[config.mk]
export PLATFORM = sky130hd
export DESIGN_NAME = ysyx_24120013_core_ctrl
export DESIGN_NICKNAME = d
export VERILOG_FILES = /design/src/rtl/ysyx_24120013_core_ctrl.sv
export SDC_FILE = /design/constraint.sdc
export NUM_CORES = 1
export LEC_CHECK = 0
export BUFFER_PORTS_ARGS = -buffer_cell sky130_fd_sc_hd__buf_2
export CORE_MARGIN = 2
export CORE_UTILIZATION = 50
export CTS_CLUSTER_SIZE = 8
export DETAILED_ROUTE_END_ITERATION = 10
export GPL_TIMING_DRIVEN = 0
export PLACE_DENSITY = 0.79
export SYNTH_ARGS = -nofsm -noshare
export SYNTH_HDL_FRONTEND = slang
export SYNTH_SLANG_ARGS = --single-unit
[constraint.sdc]
create_clock -name clk -period 3.2 [get_ports clk]
set_input_delay 0.32 -clock clk [delete_from_list [all_inputs] [get_ports clk]]
set_output_delay 0.32 -clock clk [all_outputs]
set_load 0.1 [all_outputs]
[src/rtl/ysyx_24120013_core_ctrl.sv]
// Multi-cycle core sequencer: IDLE -> FETCH -> DECODE -> EXECUTE -> WB -> FETCH ...,
// with ebreak (and optionally a fetch watchdog) parking the core in HALT.
// Optional fetch-timeout watchdog: define YSYX_24120013_CORE_CTRL_TIMEOUT_EN.
//
// state   | meaning
// IDLE    | waiting for start
// FETCH   | imem_req high, waiting for imem_ready to capture inst
// DECODE  | one cycle; ebreak -> HALT, else EXECUTE
// EXECUTE | exu_go strobe
// WB      | pc_update strobe, optional rf_wen, retire count
// HALT    | sticky stop, left only by reset
module ysyx_24120013_core_ctrl #(
  parameter int unsigned TIMEOUT_CYCLES = 255
) (
  input  logic        clk,
  input  logic        rst,
  input  logic        start,
  input  logic        imem_ready,
  input  logic [31:0] inst,
  output logic        imem_req,
  output logic [31:0] ir,
  output logic        exu_go,
  output logic        rf_wen,
  output logic        pc_update,
  output logic        busy,
  output logic        halt,
  output logic        timeout_err,
  output logic [31:0] inst_cnt
);

  typedef enum logic [2:0] {
    S_IDLE, S_FETCH, S_DECODE, S_EXECUTE, S_WB, S_HALT
  } state_e;

  localparam logic [31:0] EBREAK = 32'h00100073;

  state_e      state_q, state_d;
  logic [31:0] ir_q, ir_d;
  logic [31:0] inst_cnt_q, inst_cnt_d;
  logic        imem_req_q, imem_req_d;
  logic        exu_go_q, exu_go_d;
  logic        rf_wen_q, rf_wen_d;
  logic        pc_update_q, pc_update_d;
  logic        busy_q, busy_d;
  logic        halt_q, halt_d;

`ifdef YSYX_24120013_CORE_CTRL_TIMEOUT_EN
  localparam int unsigned WAIT_W = $clog2(TIMEOUT_CYCLES + 1);
  logic [WAIT_W-1:0] wait_cnt_q, wait_cnt_d;
  logic              timeout_err_q, timeout_err_d;
`endif

  // Instructions that write a destination register, excluding rd=x0.
  function automatic logic writes_rd(input logic [31:0] w);
    logic op_ok;
    case (w[6:0])
      7'b0110011, 7'b0010011, 7'b0000011, 7'b0110111,
      7'b0010111, 7'b1101111, 7'b1100111: op_ok = 1'b1;
      default:                            op_ok = 1'b0;
    endcase
    return op_ok && (w[11:7] != 5'd0);
  endfunction

  // Next-state, next-IR, retire count and registered strobes derived from next state.
  always_comb begin
    state_d    = state_q;
    ir_d       = ir_q;
    inst_cnt_d = inst_cnt_q;
`ifdef YSYX_24120013_CORE_CTRL_TIMEOUT_EN
    wait_cnt_d    = wait_cnt_q;
    timeout_err_d = timeout_err_q;
`endif
    case (state_q)
      S_IDLE: begin
        if (start) state_d = S_FETCH;
`ifdef YSYX_24120013_CORE_CTRL_TIMEOUT_EN
        wait_cnt_d = '0;
`endif
      end
      S_FETCH: begin
        if (imem_ready) begin
          ir_d    = inst;
          state_d = S_DECODE;
        end
`ifdef YSYX_24120013_CORE_CTRL_TIMEOUT_EN
        else if (wait_cnt_q == WAIT_W'(TIMEOUT_CYCLES - 1)) begin
          timeout_err_d = 1'b1;
          state_d       = S_HALT;
        end else begin
          wait_cnt_d = wait_cnt_q + 1'b1;
        end
`endif
      end
      S_DECODE:  state_d = (ir_q == EBREAK) ? S_HALT : S_EXECUTE;
      S_EXECUTE: state_d = S_WB;
      S_WB: begin
        inst_cnt_d = inst_cnt_q + 32'd1;
        state_d    = S_FETCH;
`ifdef YSYX_24120013_CORE_CTRL_TIMEOUT_EN
        wait_cnt_d = '0;
`endif
      end
      S_HALT:    state_d = S_HALT;
      default:   state_d = S_IDLE;
    endcase

    imem_req_d  = (state_d == S_FETCH);
    exu_go_d    = (state_d == S_EXECUTE);
    pc_update_d = (state_d == S_WB);
    rf_wen_d    = (state_d == S_WB) && writes_rd(ir_d);
    busy_d      = (state_d == S_FETCH) || (state_d == S_DECODE) ||
                  (state_d == S_EXECUTE) || (state_d == S_WB);
    halt_d      = (state_d == S_HALT);
  end

  // State and registered outputs; reset clears everything immediately.
  always_ff @(posedge clk or posedge rst) begin
    if (rst) begin
      state_q     <= S_IDLE;
      ir_q        <= '0;
      inst_cnt_q  <= '0;
      imem_req_q  <= 1'b0;
      exu_go_q    <= 1'b0;
      rf_wen_q    <= 1'b0;
      pc_update_q <= 1'b0;
      busy_q      <= 1'b0;
      halt_q      <= 1'b0;
`ifdef YSYX_24120013_CORE_CTRL_TIMEOUT_EN
      wait_cnt_q    <= '0;
      timeout_err_q <= 1'b0;
`endif
    end else begin
      state_q     <= state_d;
      ir_q        <= ir_d;
      inst_cnt_q  <= inst_cnt_d;
      imem_req_q  <= imem_req_d;
      exu_go_q    <= exu_go_d;
      rf_wen_q    <= rf_wen_d;
      pc_update_q <= pc_update_d;
      busy_q      <= busy_d;
      halt_q      <= halt_d;
`ifdef YSYX_24120013_CORE_CTRL_TIMEOUT_EN
      wait_cnt_q    <= wait_cnt_d;
      timeout_err_q <= timeout_err_d;
`endif
    end
  end

  assign imem_req  = imem_req_q;
  assign ir        = ir_q;
  assign exu_go    = exu_go_q;
  assign rf_wen    = rf_wen_q;
  assign pc_update = pc_update_q;
  assign busy      = busy_q;
  assign halt      = halt_q;
  assign inst_cnt  = inst_cnt_q;

`ifdef YSYX_24120013_CORE_CTRL_TIMEOUT_EN
  assign timeout_err = timeout_err_q;
`else
  // No watchdog in this build: FETCH waits forever and the flag is constant zero.
  assign timeout_err = (TIMEOUT_CYCLES == 0) & 1'b0;
`endif

endmodule
# [After elaboration in Yosys (flattened, before gate mapping)]
# Cells that the tools add are included.
[totals] register_bits=73 output_inout_bits=71 word_cells=45
[classes] add_sub_neg=1 reduce_logical=9 eq_ne=18 mux=7
[ops] operator="32-bit by 1-bit adder with 32-bit output (second input constant)" n=1
[ops] operator="32-bit by 21-bit equality test with 1-bit output (second input constant)" n=1
[ops] operator="12-bit 2-to-1 mux" n=2
[ops] operator="3-bit case mux with 6 select lines" n=1
[ops] operator="7-bit by 5-bit equality test with 1-bit output (second input constant)" n=2
[ops] operator="7-bit by 6-bit equality test with 1-bit output (second input constant)" n=2
[ops] operator="7-bit equality test (second input constant)" n=2
[ops] operator="3-bit by 2-bit equality test with 1-bit output (second input constant)" n=4
[ops] operator="3-bit equality test (second input constant)" n=4
[ops] operator="3-bit 2-to-1 mux" n=3
[ops] operator="7-bit by 2-bit equality test with 1-bit output (second input constant)" n=1
[ops] operator="7-bit OR reduction" n=1
[ops] operator="3-bit by 1-bit equality test with 1-bit output (second input constant)" n=2
[ops] operator="5-bit nonzero test" n=1
[ops] operator="3-bit zero test" n=1
[ops] operator="1-bit logical OR" n=3
[ops] operator="1-bit logical AND" n=2
[ops] operator="2-bit AND reduction" n=1
[ops] operator="1-bit 2-to-1 mux" n=1

# [Logic depth before layout (Yosys ltp)]
# Gate-level depths: netlist (run 1).
[logic_depth] ltp_word=7 depth_mapped=6 mapped_depth_nobuf=5

# [Worst setup path after synthesis (run 1)]
# OpenSTA, ideal clock, no wires.
[synth_timing] kind="reg2reg" from="register inst_cnt_q[6], in the netlist inst_cnt[6]" to="register inst_cnt_q[14], in the netlist inst_cnt[14]" setup_slack_ns=0.955 arrival_time_ns=2.085 required_time_ns=3.040 stages_incl_launch_ff=7 cell_sequence="dfrtp_1 -> and4_4 -> and4_4 -> buf_8 -> buf_12 -> nand3_1 -> xnor2_1"
[synth_via] elab_chain_cells=1
[synth_rtl] element="from (decl)" line="39" source="logic [31:0] inst_cnt_q, inst_cnt_d;"
[synth_rtl] element="from (signal assigned)" line="135" source="inst_cnt_q <= inst_cnt_d;"
[synth_rtl] element="32-bit by 1-bit adder with 32-bit output" line="97" source="inst_cnt_d = inst_cnt_q + 32'd1;"
# Every way passes these cells.
# A chain may end at the register's enable or synchronous reset.

# [Final worst setup path (run 1)]
[layout_timing] from="register state_q[2]" to="register ir_q[13], in the netlist ir[13]"
[layout_via] elab_chain_cells=2
[layout_rtl] element="from (decl)" line="37" source="state_e state_q, state_d;"
[layout_rtl] element="from (signal assigned)" line="133" source="state_q <= state_d;"
[layout_rtl] element="3-bit by 1-bit equality test with 1-bit output" line="73" source="case (state_q)"
[layout_rtl] element="2-bit AND reduction (no line)"
[layout_rtl] element="to (signal assigned)" line="134" source="ir_q <= ir_d;"
[layout_rtl] element="to (decl)" line="38" source="logic [31:0] ir_q, ir_d;"
# Every way passes these cells.

==> results of run 1 <==
[sequential cells by signal (all words and copies together), names as in the netlist]
signal	cells
exu_go	1
inst_cnt	32
imem_req	1
halt	1
ir	32
state_q	3
busy	1
rf_wen	1
pc_update	1
[cell usage in the layout, fill, tap and decap left out, types with 2 or more instances in the layout]
cell / synthesis / layout
mux2_2: 33 / 33
a21oi_1: 2 / 2
buf_2: 1 / 106
nor2_1: 8 / 8
clkinv_2: 0 / 2
and3_1: 8 / 8
nand4_1: 19 / 19
and4_4: 2 / 2
and2_1: 6 / 6
o21ai_0: 3 / 3
and4_1: 5 / 5
xnor2_1: 28 / 28
nand3_1: 11 / 11
buf_4: 5 / 5
xor2_1: 4 / 4
clkbuf_8: 0 / 9
nor3_1: 3 / 3
nor3b_4: 2 / 2
buf_6: 3 / 3
nor4_1: 3 / 3
nand2_1: 11 / 11
dfrtp_1: 73 / 73
nor4b_1: 2 / 2
bufinv_16: 0 / 3
[cell families (layout without fill, tap and decap cells)]
kind of cell | after synthesis | count (layout) | synth area share (%)
AOI/OAI and AO/OA | 11 | 11 | 2.28
DFF | 73 | 73 | 56.3
other | 1 | 1 | 0.116
adders and majority gates | 1 | 1 | 0.386
and+or+nand+nor | 88 | 88 | 17.2
muxes | 33 | 33 | 11.5
xor gates and xnor gates | 32 | 32 | 8.64
buffers and inverters | 13 | 134 | 3.66
[area by class of cell]
| cell class | instances | share of cell area [%] |
|---|---|---|
| plain buffers | 11 | 2.71 |
| clock buffers | 9 | 3.01 |
| clock inverters | 7 | 2.83 |
| inverters | 2 | 0.244 |
| multi-input cells | 166 | 31.6 |
| flip-flops and latches | 73 | 44.5 |
| well taps | 77 | 2.34 |
| repair buffers | 105 | 12.8 |
[how the worst max path moves through the flow]
| stage | startpoint | to | slack, ns | cells after the start |
|---|---|---|---|---|
| floorplan | inst_cnt[6] | inst_cnt[14] | 0.95 | 6 |
| global placement | rst | ir[15] | 0.15 | 2 |
| CTS | state_q[2] | ir[22] | 1.34 | 5 |
| detailed placement | state_q[2] | ir[13] | 1.37 | 5 |
| finish | state_q[2] | ir[13] | 1.39 | 5 |
| global route | state_q[2] | ir[22] | 1.28 | 5 |
[metrics by stage]
stage	hold slack [ns]	worst slack (ns)	std cells	utilization, %	area [µm²]
3_5_place_dp	0.469	1.37	434	61.3	3870
4_1_cts	0.184	1.34	450	65.1	4110
3_3_place_gp	0.456	0.155	434	61.2	3870
5_1_grt	0.182	1.28	450	65.1	4110
6_report	0.162	1.39	450	65.1	4110
2_1_floorplan	0.472	0.955	252	-	3240
[layer usage]
| layer | up-vias | wire, µm | global-route usage (%) |
|---|---|---|---|
| met5 | - | 0 | 0 |
| met1 | 1162 | 2820 | 24.5 |
| li1 | 1138 | - | - |
| met3 | 8 | 627 | 8.16 |
| met2 | 96 | 3260 | 32.4 |
| met4 | 0 | 70 | 6.06 |
[worst max-delay path: stages (launching register included)]
cell and delay (ns):
dfrtp_1 0.36, buf_4 0.17, nor2b_2 0.14, nor3b_4 0.47
buf_6 0.23, mux2_2 0.34
==> results summary, run 1 <==
In this run, synthesis inferred 0 flip-flops with an integrated enable. Among all flip-flop cells after synthesis, the most frequent one is dfrtp_1. The share of layout cells above drive strength 1 is a little under half. In this run the critical register-to-register path is captured at ir[13].

Of all nets on the critical path, the largest fanout is 10. The iteration-0 DRC count of the detailed router came out at 38. The number of buffers added for setup after CTS came out at 0. The number of levels the H-tree was split into is 3.

The headroom to the max-slew limit came out at between 40% and 50%. The post-route clock skew came out at between 0.015 and 0.02 ns. The portion of synthesized cell area occupied by the leading cell type came out at a little under three fifths. The layout filler cell count is about 530. The number of buffers added by the clock tree synthesis step came out at 9. The net count of the finished layout is 405. The overall die width is 84.6 µm.

The floorplan step defined a core boundary enclosing around 6300 µm². After clock tree synthesis, the clock-pin slew on the worst setup and hold paths is approximately 0.080 ns. The number of cells traversed by the worst register-to-register path came out at 5. The number of slew-limit violations in the final report came to 0. The number of gates resized after cts came out at 0. The synthesized design spends more area on one cell type than any other, namely dfrtp_1. The peak clock frequency supported by timing is roughly 0.55 GHz.

For the pin with the worst max-slew slack, the measured transition is between 0.8 and 0.9 ns. The worst setup path is launched from a register. The number of distinct library cell variants in the gate-level netlist after synthesis is between 40 and 50. STA puts the critical path data arrival time at between 2 and 2.5 ns. The number of global-route vias before repair came out at about 2.4k. The total count of hold-check failures in the final report came out at 0.

The kind of end point of the critical path is a register. The part of the cycle the worst path needs is around 57%. The number of synthesized register bits is between 70 and 80. Pin placement for this block handled ~110 I/O pins.

Setup violations remaining at the end of the flow were counted as 0. The die span in y came out at between 80 and 90 µm. The area growth from synthesis to final layout is 26.6%. The wire length reported by the detailed router came out at around 6800 µm. The number of standard cells after synthesis is 252. The sequential cell area fraction in the yosys report is a little under three fifths.

The quantity of I/O buffers inserted on ports is around 110. The count of hold-fix buffers inserted at cts is 0. The area of the multi-input gates came out at 1300 µm². The count of clock tree sinks is 73. The post-detailed-route wirelength per cell came out at approximately 15 µm. The pin count of the biggest net entering global routing is 74. By startpoint and endpoint, the worst setup path is classified as register to register. Setup total negative slack on the finished layout was measured at 0 ns. The post-synthesis instance area is 3240 µm². After legalization and detailed placement, the total HPWL measured 4820 µm. The area of the die is about 7000 µm². Registers take about 1800 µm². The number of detailed-route iterations in the first pass is 4. Averaged over all synthesized cells, the footprint is about 13 µm². The root buffer cell chosen for the clock tree is clkbuf_8. In this run the deepest clock path goes through 2 buffers.

The insertion delay to the later sink of the worst-skew pair came out at between 0.3 and 0.4 ns. The number of antenna violations at the first check in global routing came out at 0. The count of nets left with antenna violations once routing finished came out at 0.

The startpoint identified for the worst register-to-register timing path is state_q[2]. The aggregate global routing overflow came out at 0. The residual DRC count came out at 0.

Counting every net in the synthesized netlist gives between 200 and 300. Yosys instantiated no cell more often than dfrtp_1. The flow ran to the end, and the final reports show no timing, DRC or antenna violations. The number of placement rows came out at 29. The worst endpoint required time came out at 3.43 ns.

TritonCTS built the clock tree. The number of warnings printed during yosys synthesis is 0. The total routing usage reported by global routing came out at between 10% and 20%. Setup repair after global routing left no endpoint under its margin. The initial core utilization is 51.4%. Dividing the detail-routed via count by the number of cells gives roughly 5.3. The proportion of synthesized flip-flops having asynchronous set or reset came out at between 90% and 100%. The final critical path time including I/O delays and setup is about 1.8 ns. The final antenna diode count came out at 0. By area the synthesized netlist is led by dfrtp_1, mux2_2, xnor2_1. The commonest cells after synthesis are dfrtp_1, mux2_2, xnor2_1, nand4_1. The congestion estimate from routability-driven global placement came to about 0.78. The worst register-to-register path has a setup slack of 1.39 ns. The number of max-cap violations came out at 0. The path class of the tightest hold or removal check is primary input to async pin.

The detailed router placed between 2k and 2.5k vias in this run. The first global-routing pass estimated 11,300 µm of wire.
Power of run 1 is left out: the tool's default activity adds up to more than one toggle a clock period on the data nets, which glitch-free logic cannot reach.
==> inputs of run 2 (changes only) <==
- clock period: 3.2 -> 1.9 ns (I/O delays scaled with it)
==> run 2 against run 1 <==
Compared with the run above:
- setup slack got worse by 1.2 ns
- wire length rose by 3.6%
- sequential share of layout area fell by 0.29 points
- largest cell class unchanged
- highest routed layer unchanged
==> results summary, run 2 (synthesis gave the netlist of run 1 again) <==
Setup repair after global routing left no endpoint under its margin. The non-filler instance count after layout came out at 457 (+1.6%). The headroom to the max-slew limit is 62.8% (+22 points). The part of the cycle the worst path needs came to 91.0% (+34 points). The flow ran to the end, and the final reports show no timing, DRC or antenna violations. The startpoint identified for the worst register-to-register timing path is ir[29].

The number of global-route vias before repair came out at 2,360 (-3.0%). The number of buffers added by the clock tree synthesis step was 9 (unchanged). The footprint of the flip-flops and latches is 1860 µm² (+1.9%). The mean number of vias per cell is 5.41 (+1.3%). The path with the worst hold slack has its endpoint at ir[13]. The number of slew-limit violations in the final report came out at 0 (unchanged). The overall die width came out at 84.6 µm (unchanged).

The post-layout net count is 412 (+1.7%). The launching element type of the critical path is a register. The number of cells traversed by the worst register-to-register path is 4 (-1). The clock tree buffer depth came out at 2 (unchanged). The iteration-0 DRC count of the detailed router is 74 (+95%).

The tightest min-delay check is of the primary input to register type. The area growth from synthesis to final layout is 29.9%. The peak clock frequency supported by timing is 0.579 GHz (+4.9%). The clock transition at the register clock pins on the worst setup and hold paths after CTS is 0.08 ns (about the same). In this run the clock root is driven by a clkbuf_8.

The worst hold path stage count came out at 2. The post-detailed-route wirelength per cell came out at 15.3 µm (+2.0%). The aggregate global routing overflow came out at 0 (unchanged).

The register-to-register path setup slack came out at 0.17 ns (-1.22 ns). The residual DRC count came to 0 (unchanged). The total routing usage reported by global routing is 20.7% (+0.76 points).

The layout filler cell count is 512 (-2.5%). The insertion delay to the later sink of the worst-skew pair came out at 0.34 ns (about the same). The area of the multi-input gates was 1300 µm² (unchanged). The share of layout cells above drive strength 1 is 55.0% (+7.8 points). The count of clock tree sinks is 73 (unchanged). The total vias in the final route is 2,473 (+2.9%). The post-route clock skew came out at 0.00889 ns (-0.00626 ns). Leaving out fill and tap cells, the most frequent cell in the layout is buf_2.

The standard cell core area is 6310 µm² (unchanged). The global placer's final weighted congestion is 0.825 (+6.0%). The final core utilization is 66.8% (+1.7 points).

The slew at the pin closest to its max-slew limit came out at 0.556 ns (-0.329 ns). The final antenna diode count is 0 (unchanged). The pin count of the biggest net entering global routing is 32 (-57%). The quantity of I/O buffers inserted on ports is 105 (unchanged). The data arrival at the endpoint of the critical path is 1.93 ns (-0.12 ns).

The I/O pin count came to 107 (unchanged). The number of antenna violations at the first check in global routing is 0 (unchanged). The global-route wire length before repair is 11,500 µm (+2.1%). TritonCTS built the clock tree. The kind of end point of the critical path is a register. The final critical path time including I/O delays and setup is 1.73 ns (-0.0848 ns).

The sum of net half-perimeters after detailed placement is 5120 µm (+6.2%). The post-route antenna net violation count was 0 (unchanged). The number of max-cap violations is 0 (unchanged). The number of cells in the design after placement came out at 436 (+0.46%). The largest fanout on the critical path is 5 (-5). The worst endpoint required time came out at 2.10 ns (-1.33 ns). The number of levels the H-tree was split into is 3 (unchanged). The wire length reported by the detailed router is 7010 µm (+3.6%). The source of the worst hold timing path is inst[13]. The critical path in this run is classified as register to register. The final setup violation count is 0 (unchanged).

The total negative slack for setup checks came out at 0 ns (unchanged). In the layout the commonest cells are buf_2, dfrtp_1, mux2_2, xnor2_1, dfrtp_2. The total count of hold-check failures in the final report came out at 0 (unchanged).

The number of detailed-route iterations in the first pass is 4 (unchanged). The initial core utilization came out at 51.4% (unchanged). The area of the die came to 7150 µm² (unchanged). The worst register-to-register path ends at busy. The worst-case setup slack after placement came out at 0.0519 ns (-1.32 ns). The die span in y came out at 84.6 µm (unchanged). The final worst-path setup slack came out at 0.172 ns (-1.22 ns). The number of placement rows is 29 (unchanged).
run 2: worst max path at each step:
stage / startpoint / to / slack (ns) / cells past startpoint
after floorplan: ir[20] / halt / 0.002 / 4
after detailed placement: state_q[2] / ir[11] / 0.05 / 5
after global placement: state_q[2] / ir[31] / 0.04 / 5
after CTS: state_q[2] / ir[30] / 0.03 / 5
after global routing: ir[29] / busy / 0.02 / 4
final: ir[29] / busy / 0.17 / 4
run 2: worst max-delay path: stages (launching register included):
cell and delay [ns]:
dfrtp_1 0.40, nor4_1 0.37, nand4_1 0.17, nor3_1 0.49, a31oi_1 0.17
run 2: repair_timing:
action,4_1_cts,5_1_grt
gates resized for setup,0,0
hold endpoints to repair,16,0
hold buffers,1,0
setup buffers,0,4
endpoints found under the setup margin,0,27
run 2: per-layer routing:
| layer | up-vias | share of wire, % | routed length [µm] | GRT usage, % |
|---|---|---|---|---|
| met5 | - | 0 | 0 | 0 |
| met1 | 1198 | 42 | 2960 | 26.5 |
| li1 | 1152 | - | - | - |
| met2 | 113 | 47 | 3290 | 32.4 |
| met4 | 0 | 1.4 | 95 | 7.36 |
| met3 | 10 | 9.5 | 666 | 7.67 |
run 2: layout make-up:
cell class / count / area share (%)
Clock inverter: 4 / 1.78
Tap cell: 77 / 2.29
Inverter: 2 / 0.267
Multi-Input combinational cell: 166 / 30.8
Buffer: 11 / 2.64
Clock buffer: 12 / 3.68
Sequential cell: 73 / 44.2
Timing Repair Buffer: 112 / 14.4
run 2: stage by stage:
stage	hold WS, ns	area, µm²
2_1_floorplan	0.342	3280
3_3_place_gp	0.420	3910
3_5_place_dp	0.232	3950
4_1_cts	0.0640	4190
5_1_grt	0.0609	4220
6_report	0.0752	4220
Power of run 2 is left out for the same reason.
